--- config.mk ---
export PLATFORM = sky130hd
export DESIGN_NAME = nibble_add_sequencer
export DESIGN_NICKNAME = d
export VERILOG_FILES = /design/src/rtl/nibble_add_sequencer.sv
export SDC_FILE = /design/constraint.sdc
export NUM_CORES = 1
export LEC_CHECK = 0
export ABC_AREA = 1
export CAP_MARGIN = 20
export CELL_PAD_IN_SITES_DETAIL_PLACEMENT = 0
export CELL_PAD_IN_SITES_GLOBAL_PLACEMENT = 1
export CORE_MARGIN = 2
export CORE_UTILIZATION = 35
export CTS_BUF_LIST = sky130_fd_sc_hd__clkbuf_16
export CTS_CLUSTER_DIAMETER = 120
export CTS_CLUSTER_SIZE = 12
export DETAILED_ROUTE_END_ITERATION = 8
export PLACE_DENSITY_LB_ADDON = 0.1
export SLEW_MARGIN = 30
export SYNTH_ARGS = -nofsm -noshare
export SYNTH_HDL_FRONTEND = slang
export SYNTH_SLANG_ARGS = --single-unit
export TNS_END_PERCENT = 1
--- constraint.sdc ---
create_clock -name clk -period 2.25 [get_ports clk]
set_input_delay 0.45 -clock clk [delete_from_list [all_inputs] [get_ports clk]]
set_output_delay 0.45 -clock clk [all_outputs]
set_load 0.02 [all_outputs]
--- src/rtl/nibble_add_sequencer.sv ---
// nibble_add_sequencer: wide addition performed one nibble at a time on an
// external 4-bit ripple-carry slice. Operands latch on start. Nibbles go to the
// slice least significant first, and each is held SETTLE cycles before its sum
// and carry are captured. The full sum and carry-out appear with a done pulse.
module nibble_add_sequencer #(
    parameter int NIBBLES = 4,
    parameter int SETTLE  = 1
) (
    input  logic                 clk,
    input  logic                 rst,
    input  logic                 start,
    input  logic [4*NIBBLES-1:0] op_a,
    input  logic [4*NIBBLES-1:0] op_b,
    input  logic                 cin,
    output logic                 busy,
    output logic                 done,
    output logic [4*NIBBLES-1:0] result,
    output logic                 cout,
    output logic [3:0]           add_a,
    output logic [3:0]           add_b,
    output logic                 add_cin,
    input  logic [3:0]           add_sum,
    input  logic                 add_cout
);

    localparam int W  = 4 * NIBBLES;
    localparam int IW = $clog2(NIBBLES);
    localparam int CW = (SETTLE > 1) ? $clog2(SETTLE) : 1;

    typedef enum logic [1:0] {
        IDLE,
        RUN,
        DONE
    } state_t;

    state_t          state, state_nx;
    logic [IW-1:0]   idx;
    logic [CW-1:0]   cnt;
    logic [W-1:0]    a_reg, b_reg, partial, partial_upd;
    logic            cin_reg, carry_reg;
    logic            last_cnt, last_idx;

    // End-of-settle / last-nibble flags and the partial sum with the slice
    // output merged in, so the final capture can load result in the same edge.
    always_comb begin
        last_cnt                 = (cnt == CW'(SETTLE - 1));
        last_idx                 = (idx == IW'(NIBBLES - 1));
        partial_upd              = partial;
        partial_upd[4*idx +: 4]  = add_sum;
    end

    // Next-state logic and decoded outputs (slice inputs are zero outside RUN).
    always_comb begin
        state_nx = state;
        busy     = 1'b0;
        done     = 1'b0;
        add_a    = '0;
        add_b    = '0;
        add_cin  = 1'b0;
        case (state)
            IDLE: begin
                if (start) state_nx = RUN;
            end
            RUN: begin
                busy    = 1'b1;
                add_a   = a_reg[4*idx +: 4];
                add_b   = b_reg[4*idx +: 4];
                add_cin = (idx == '0) ? cin_reg : carry_reg;
                if (last_cnt && last_idx) state_nx = DONE;
            end
            DONE: begin
                busy     = 1'b1;
                done     = 1'b1;
                state_nx = IDLE;
            end
            default: state_nx = IDLE;
        endcase
    end

    // State register.
    always_ff @(posedge clk or posedge rst) begin
        if (rst) state <= IDLE;
        else     state <= state_nx;
    end

    // Operand latches, nibble/settle counters, carry chain and result capture.
    always_ff @(posedge clk or posedge rst) begin
        if (rst) begin
            a_reg     <= '0;
            b_reg     <= '0;
            cin_reg   <= 1'b0;
            carry_reg <= 1'b0;
            partial   <= '0;
            result    <= '0;
            cout      <= 1'b0;
            idx       <= '0;
            cnt       <= '0;
        end else begin
            case (state)
                IDLE: begin
                    if (start) begin
                        a_reg   <= op_a;
                        b_reg   <= op_b;
                        cin_reg <= cin;
                        idx     <= '0;
                        cnt     <= '0;
                    end
                end
                RUN: begin
                    if (last_cnt) begin
                        partial   <= partial_upd;
                        carry_reg <= add_cout;
                        cnt       <= '0;
                        idx       <= last_idx ? '0 : idx + 1'b1;
                        if (last_idx) begin
                            result <= partial_upd;
                            cout   <= add_cout;
                        end
                    end else begin
                        cnt <= cnt + 1'b1;
                    end
                end
                default: ;
            endcase
        end
    end

endmodule

==> run metrics <==
drt total wl=8108 um; Primary FF master, synth=dfrtp_1; I/O pin cnt=69; gpl congestion=0.7507; RSZ-0062 raised after global routing=true; Starting Density=35.89%; Max Cap Viol=0; antenna cells=0; num rows=36; clk buf depth=2; Placement Cell Area=4343 sq um; Post-Synthesis Cells=410; Worst R2R Path Depth=10; crit path kind=reg2out; Clk pwr share=22.2%; worst setup path endpoint=add_b[1]; Setup Fix Bufs, Post-CTS=0; Yosys warning total=0; CTS root buf=clkbuf_16; CP max FO=13; Switching Share=37.67%; Leakage=2.343 nW; die area=10740 sq um; layout cells sized above 1=12.63%; EDFF count, synth=0; Vias per Instance=4.495; Worst Hold Depth=2; Cells after DPL=608; part of the power in combinational logic=44.1%; Sink Count=71; Area Overhead vs Synth=32.72%; Die H=103.7 um; HPWL Detailed=5570 um; # nets final=536; P_sw=2.370 mW; H-tree depth=3; Netlist cell types=21; Crit. End Element=output pin; layout filler cell count=949; Setup-failing EPs final=0; register area share after synthesis=51.12%; fin crit period=2.145 ns; most frequent cells in the layout=168 x nand2_1, 71 x dfrtp_1, 59 x clkdlybuf4s50_1; clk_lat worst skew=0.33 ns; gr ovfl total=0; Reg clk slew, reported paths=0.06 ns; R2R Setup Slk=0.54 ns; via count=2805; CTS Buf Count=9; Avg Inst Size Synth=8.478 sq um; Core Region=9684 sq um; final antenna-violating net count=0; Iter 0 DRT Violations=87; status=finished clean; Flop pwr share=33.8%; number of hold violations in the final report=0; Reg-to-Reg End=result[12]$_DFFE_PP0P_; Worst Clk Skew=0.005013 ns; fin. max-slew vios=0; WHS=0.4728 ns; CTS tree=done; source of the critical timing path=state[1]$_DFFE_PP0P_; commonest non-fill, non-tap cell in the layout=nand2_1; post-route cell area=4613 sq um; Hold/Removal Path Class=reg2reg; Yosys reg bits=71; vias in the first global route=2836; Max Clk Rate=466.2 MHz; wire per inst=12.99 um; antenna violations before repair=0; FFs w/ async S/R, synth=100.0%; pin count of the biggest net entering global routing=72; Layout Cells excl Fill=624; # DRC=0; TritonRoute pass-1 iters=4; IO Port Bufs=68; maximum VDD drop=0.4772 mV; PwrDens=1363 nW/um^2; cell area after synthesis=3476 sq um; period utilisation layout=95.34%; post-synth net total=460; WP data required=1.80 ns; Slew @ Worst Pin=0.3966 ns; Rel. slew slack=73.56%; startpoint types=register; internal power=3.920 mW; first-pass GRT wire length=13990 um; crit path DAT=1.70 ns; Total GRT Usage=16.08%; Worst R2R Start=idx[0]$_DFFE_PP0P_; Chip Width=103.7 um
==> per-stage QoR <==
step                      power [mW]   TNS, ns  worst slack (ns)  util (%)
after CTS                      6.381         0           0.01390     47.75
after floorplan                3.982         0          0.003434         -
after global placement         4.965         0            0.1169     44.85
after detailed placement       5.004         0           0.08488     44.85
final                          6.290         0            0.1049     47.64
after global routing           6.790  -0.03085          -0.03085     47.64
==> timing repair <==
| item | CTS | global route |
|---|---|---|
| hold buffers | 0 | 0 |
| hold endpoints to repair | 0 | 0 |
| gates resized for setup | 10 | 12 |
| endpoints found under the setup margin | 9 | 8 |
==> worst max-delay path, stage by stage (launching register included) <==
cell           delay (ns)
dfrtp_1              0.40
inv_1                0.08
ha_1                 0.23
inv_2                0.16
a21oi_1              0.15
dlygate4sd2_1        0.34
==> layer usage <==
metal | vias to the layer above | part of all wire, % | GRT usage (%)
met5 | - | 0 | 0
met4 | 0 | 0.91 | 5.985
met3 | 5 | 3.5 | 2.643
met2 | 56 | 47 | 25.31
met1 | 1315 | 49 | 22.36
li1 | 1429 | - | -
==> Yosys cell counts (4+ instances only) <==
| cell | number | area (sq um) |
|---|---|---|
| o21ai_0 | 12 | 60.06 |
| nand3_1 | 6 | 30.03 |
| mux2_2 | 7 | 78.83 |
| nand4_1 | 4 | 25.02 |
| clkbuf_1 | 5 | 18.77 |
| dfrtp_1 | 71 | 1777 |
| inv_2 | 4 | 15.01 |
| inv_1 | 26 | 97.59 |
| a21oi_1 | 20 | 100.1 |
| nand2_1 | 168 | 630.6 |
| mux2_4 | 15 | 225.2 |
| ha_1 | 9 | 112.6 |
| buf_2 | 4 | 20.02 |
| nor2_1 | 44 | 165.2 |
==> how the worst min path moves through the flow <==
stage,start,end
finish,result[2]$_DFFE_PP0P_,result[2]$_DFFE_PP0P_
global route,partial[15]$_DFFE_PP0P_,partial[15]$_DFFE_PP0P_
CTS,result[7]$_DFFE_PP0P_,result[7]$_DFFE_PP0P_
detailed placement,result[7]$_DFFE_PP0P_,result[7]$_DFFE_PP0P_
global placement,result[3]$_DFFE_PP0P_,result[3]$_DFFE_PP0P_
floorplan,partial[10]$_DFFE_PP0P_,partial[10]$_DFFE_PP0P_
==> layout make-up <==
class	instances	area, sq um	share of cell area, %
well taps	133	166.4	3.607
inverters	30	112.6	2.441
multi-input cells	294	1491	32.33
flip-flops and latches	71	1777	38.51
repair buffers	80	777.0	16.84
clock buffers	9	225.2	4.882
clock inverters	7	63.81	1.383
==> cell families after synthesis <==
family,share of synthesized area (%)
compound gates,5.400
fa+ha+maj,3.240
buf+inv,5.975
flops,51.12
mux,8.748
simple gates,25.52
==> power by group through the flow <==
stage | Sequential (mW) | Combinational, mW | Clock (mW)
final | 2.12 | 2.77 | 1.39
after global routing | 2.20 | 3.11 | 1.48
after CTS | 2.13 | 2.83 | 1.43
after detailed placement | 2.14 | 2.86 | 0
after global placement | 2.13 | 2.84 | 0
after floorplan | 2.28 | 1.70 | 0
Note: power is estimated with default switching activity, not from simulation.
==> RTL edit 1 (same settings) <==
Put a register stage on the output `add_cin`, with the module's reset. The value now appears one clock later. The other outputs are not delayed to match.
--- a/src/rtl/nibble_add_sequencer.sv
+++ b/src/rtl/nibble_add_sequencer.sv
@@ -33,6 +33,8 @@
         DONE
     } state_t;
 
+    logic add_cin_d;
+
     state_t          state, state_nx;
     logic [IW-1:0]   idx;
     logic [CW-1:0]   cnt;
@@ -56,7 +58,7 @@
         done     = 1'b0;
         add_a    = '0;
         add_b    = '0;
-        add_cin  = 1'b0;
+        add_cin_d = 1'b0;
         case (state)
             IDLE: begin
                 if (start) state_nx = RUN;
@@ -65,7 +67,7 @@
                 busy    = 1'b1;
                 add_a   = a_reg[4*idx +: 4];
                 add_b   = b_reg[4*idx +: 4];
-                add_cin = (idx == '0) ? cin_reg : carry_reg;
+                add_cin_d = (idx == '0) ? cin_reg : carry_reg;
                 if (last_cnt && last_idx) state_nx = DONE;
             end
             DONE: begin
@@ -125,5 +127,13 @@
         end
     end
 
+    always_ff @(posedge clk or posedge rst) begin
+        if (rst) begin
+            add_cin <= '0;
+        end else begin
+            add_cin <= add_cin_d;
+        end
+    end
+
 endmodule
 
Formal check against the unedited RTL: not equivalent (a bounded check fails within 4 cycles, from zero or initial values and one cycle with rst high).
==> RTL edit 1 against the unedited design <==
  * Count of clock-buffer cells in the layout is the same
  * Setup slack lost 0.0020 ns
  * Sequential cell count grew 1
  * Design area grew 1.1%
  * Routed wire length shrank 1.1%
  * Maximum frequency is essentially flat
  * Area after synthesis grew 0.72%
  * Power grew 0.55%
  * Critical path type unchanged
  * Largest cell class unchanged
  * Largest power group unchanged
==> RTL edit 1: results (changes against the unedited design) <==
Setup path
  • Crit path max fanout: 15 (was 13)
  • FF-to-FF End: result[15]$_DFFE_PP0P_ (was result[12]$_DFFE_PP0P_)
  • R2R depth: 11 (was 10)
  • Reg2Reg Setup Slack: 0.25 ns (was 0.54 ns)

Timing
  • Worst Tran Pin Value: 0.3780 ns (was 0.3966 ns)
  • Hold slack: 0.4728 ns (about the same)
  • Final Skew: 0.007430 ns (was 0.005013 ns)

Final layout
  • Layout cells sized above 1: 11.76% (was 12.63%)
  • Layout buffering overhead excluding clock cells: 17.25% (was 16.84%)
  • Non-Clock Buffer Count: 81 (was 80)
  • Register area: 0.001802 mm² (was 0.001777 mm²)
  • Clock-cell share: 6.064% (was 6.265%)
  • Seq_cells: 72 (was 71)
  • Post-Layout Cell Count: 626 (was 624)
  • Seq/total area: 38.64% (was 38.51%)
  • Final net count: 538 (was 536)
  • # fillers: 957 (was 949)

Routing
  • Post-Route M1 WL: 3873 µm (was 3966 µm)
  • Drt wl/cell: 12.80 µm (was 12.99 µm)
  • Met2 Wirelength: 3708 µm (was 3783 µm)
  • Post-DR vias/cell: 4.521 (was 4.495)
  • DR WL met3: 371 µm (was 285 µm)
  • Violation count after the first detailed-route iteration: 147 (was 87)

Yosys
  • Mapped Cells: 411 (was 410)
  • Synth Area in Compound Gates: 5.361% (was 5.400%)
  • Syn Nets: 461 (was 460)
  • Seq/Total Area, Yosys: 51.47% (was 51.12%)
  • Adder-Cell Fraction of Synth Area: 3.217% (was 3.240%)
  • Commonest cells in the netlist: nand2_1 (168), dfrtp_1 (72), nor2_1 (44), inv_1 (26), a21oi_1 (20) (was nand2_1 (168), dfrtp_1 (71), nor2_1 (44), inv_1 (26), a21oi_1 (20))
  • Top cells by area, synth: dfrtp_1 (51%), nand2_1 (18%), mux2_4 (6.4%) (was dfrtp_1 (51%), nand2_1 (18%), mux2_4 (6.5%))
  • Synth Area in XOR/XNOR: 0% (unchanged)

Placed design
  • Dpl ws: 0.1484 ns (was 0.08488 ns)
  • Cells after DPL: 610 (was 608)
  • Hpwl dp: 5641 µm (was 5570 µm)
  • Gp weighted congestion: 0.8307 (was 0.7507)

Global route
  • Met1 usage: 21.15% (was 22.36%)
  • Vias in the first global route: 2825 (was 2836)
  • Met2 Use GR: 24.95% (was 25.31%)
  • Met3 usage: 3.383% (was 2.643%)
  • Largest net degree at the start of global routing: 50 (was 72)
  • Gr usage total: 15.64% (was 16.08%)
  • First-pass GRT wire length: 13660 µm (was 13990 µm)

Outcome
  • Status: finished clean (unchanged)

Die
  • Die area: 0.01082 mm² (was 0.01074 mm²)
  • Starting Density: 35.98% (was 35.89%)

Power
  • Internal: 0.003971 W (was 0.003920 W)
  • Pwr/cell area: 1356 mW/mm² (was 1363 mW/mm²)
  • Maximum VDD drop: 0.4912 mV (was 0.4772 mV)
[RTL edit 1: cell count changes in the layout (fill, tap and decap cells not counted), moves of 2 or more]
cell,unedited run,this run
clkinvlp_4,0,2
dlygate4sd2_1,2,5
clkbuf_2,4,1
inv_1,25,29
clkinv_1,2,0
inv_2,6,4
[RTL edit 1: tightest hold or removal path: stages (launching register included)]
cell and delay [ns]:
dfrtp_1 0.34, nand2_1 0.05, nand2_1 0.05
[RTL edit 1: how the worst max path moves through the flow]
stage	from	endpoint	slack, ns	depth (start not counted)
3_3_place_gp	idx[0]$_DFFE_PP0P_	add_b[3]	0.18	6
6_report	idx[0]$_DFFE_PP0P_	add_b[1]	0.10	6
3_5_place_dp	idx[0]$_DFFE_PP0P_	add_b[3]	0.15	6
2_1_floorplan	state[1]$_DFFE_PP0P_	add_a[0]	0.51	5
4_1_cts	idx[0]$_DFFE_PP0P_	add_b[3]	0.06	6
5_1_grt	idx[0]$_DFFE_PP0P_	add_b[0]	-0.01	6
==> RTL edit 2 (same settings) <==
Without the edit above. The parameter `NIBBLES` goes from 4 to 8.
--- a/src/rtl/nibble_add_sequencer.sv
+++ b/src/rtl/nibble_add_sequencer.sv
@@ -3,7 +3,7 @@
 // slice least significant first, and each is held SETTLE cycles before its sum
 // and carry are captured. The full sum and carry-out appear with a done pulse.
 module nibble_add_sequencer #(
-    parameter int NIBBLES = 4,
+    parameter int NIBBLES = 8,
     parameter int SETTLE  = 1
 ) (
     input  logic                 clk,
Ports: changed (resized op_a, op_b and result); port bits go from 69 to 117. The function was not compared with the original's and may differ.
==> RTL edit 2 against the unedited design <==
  * Design area grew 92%
  * Die area grew 91%
  * Non-clock buffer count grew 62
  * Via count grew 110%
  * Setup slack lost 0.092 ns
  * Sequential power grew 78%
  * First-iteration DRC count grew to 4.9 times the old value
  * Critical endpoint is now add_cin
  * Critical path depth grew 2
  * Routed wire length grew 120%
  * Clock skew is essentially flat
  * Power grew 90%
  * Sequential cell count grew 65
  * Area after synthesis grew 95%
  * Final cell count grew 110%
==> RTL edit 2: results (changes against the unedited design) <==
CTS
  • CTS resizes: 39 (was 10)
  • CTS Sinks: 136 (was 71)
  • H-tree depth: 4 (was 3)
  • Post-CTS setup repair buffer count: 2 (was 0)
  • CTS Buf Count: 17 (was 9)

Final layout
  • Multi-input logic portion of the cell area: 30.23% (was 32.33%)
  • Inverters: 124 (was 30)
  • # fillers: 1956 (was 949)
  • Final core occ: 46.95% (was 47.64%)
  • Layout cells sized above 1: 8.082% (was 12.63%)
  • Final net count: 1098 (was 536)
  • Clock-cell share: 6.128% (was 6.265%)
  • Register area: 0.003403 mm² (was 0.001777 mm²)
  • Multi-input gate count: 594 (was 294)
  • Non-Clock Buffer Count: 142 (was 80)

Setup path
  • CP max stage delay: 0.42 ns (was 0.40 ns)
  • Delay-heaviest family, CP: flip-flops (was buffers and inverters)
  • Crit path max fanout: 4 (was 13)

Routing
  • Drt wl/cell: 13.89 µm (was 12.99 µm)
  • Violation count after the first detailed-route iteration: 424 (was 87)
  • DR WL met3: 709 µm (was 285 µm)
  • Total iterations of the first detailed-routing run: 5 (was 4)
  • Post-DR vias/cell: 4.547 (was 4.495)
  • Post-Route M1 WL: 9266 µm (was 3966 µm)
  • Routed via count: 5852 (was 2805)

Outcome
  • Status: finished clean (unchanged)

Power
  • Seq. pwr: 0.00377 W (was 0.00212 W)
  • Internal: 0.007081 W (was 0.003920 W)
  • Leakage power: 4.512 nW (was 2.343 nW)
  • Maximum VDD drop: 0.7652 mV (was 0.4772 mV)

Global route
  • Largest net degree at the start of global routing: 110 (was 72)
  • Initial antenna violation count: 0 (unchanged)
  • Met1 usage: 26.93% (was 22.36%)
  • Vias in the first global route: 5726 (was 2836)
  • Met3 usage: 3.588% (was 2.643%)
  • First-pass GRT wire length: 29390 µm (was 13990 µm)
  • Met2 Use GR: 27.40% (was 25.31%)

Yosys
  • Mux contribution to synthesized area: 0.1662% (was 8.747%)
  • Seq/Total Area, Yosys: 50.22% (was 51.12%)
  • Top cells by area, synth: dfrtp_1 (50%), nand2_1 (15%), nand3_1 (9.5%) (was dfrtp_1 (51%), nand2_1 (18%), mux2_4 (6.5%))
  • Synth Area in Compound Gates: 5.484% (was 5.400%)
  • Avg Cell Area, Syn: 7.546 µm² (was 8.478 µm²)
  • Unique masters post-synth: 25 (was 21)
  • Mapped Cells: 898 (was 410)
  • Syn Nets: 981 (was 460)
  • Synth top area share: 50.22% (was 51.12%)
  • Commonest cells in the netlist: nand2_1 (279), dfrtp_1 (136), nand3_1 (129), inv_1 (119), nor2_1 (83) (was nand2_1 (168), dfrtp_1 (71), nor2_1 (44), inv_1 (26), a21oi_1 (20))
  • Adder-Cell Fraction of Synth Area: 1.846% (was 3.240%)

Timing
  • Final Skew: 0.004804 ns (was 0.005013 ns)
  • Worst Tran Pin Value: 0.6061 ns (was 0.3966 ns)

Placed design
  • Dpl cell area: 0.008285 mm² (was 0.004343 mm²)
  • I/O Buffers: 116 (was 68)
  • Hpwl dp: 12120 µm (was 5570 µm)
  • Gp weighted congestion: 0.7438 (was 0.7507)
[RTL edit 2: through the flow]
stage	total power, W	setup slack [ns]
floorplan	0.007669	-0.06276
global placement	0.009377	-0.03258
detailed placement	0.009426	-0.06620
CTS	0.01205	-0.001088
global route	0.01300	-0.05881
finish	0.01197	0.01320
[RTL edit 2: path summary, 6_finish.rpt]
kind	from	endpoint	slack, ns	depth (start not counted)
max	idx[0]$_DFFE_PP0P_	add_cin	0.01	7
min	result[25]$_DFFE_PP0P_	result[25]$_DFFE_PP0P_	0.48	2
max reg2reg	idx[0]$_DFFE_PP0P_	result[30]$_DFFE_PP0P_	0.32	11
min reg2reg	result[25]$_DFFE_PP0P_	result[25]$_DFFE_PP0P_	0.48	2
max in group asynchronous	rst	partial[1]$_DFFE_PP0P_	1.21	3
min in group asynchronous	rst	result[9]$_DFFE_PP0P_	0.50	3
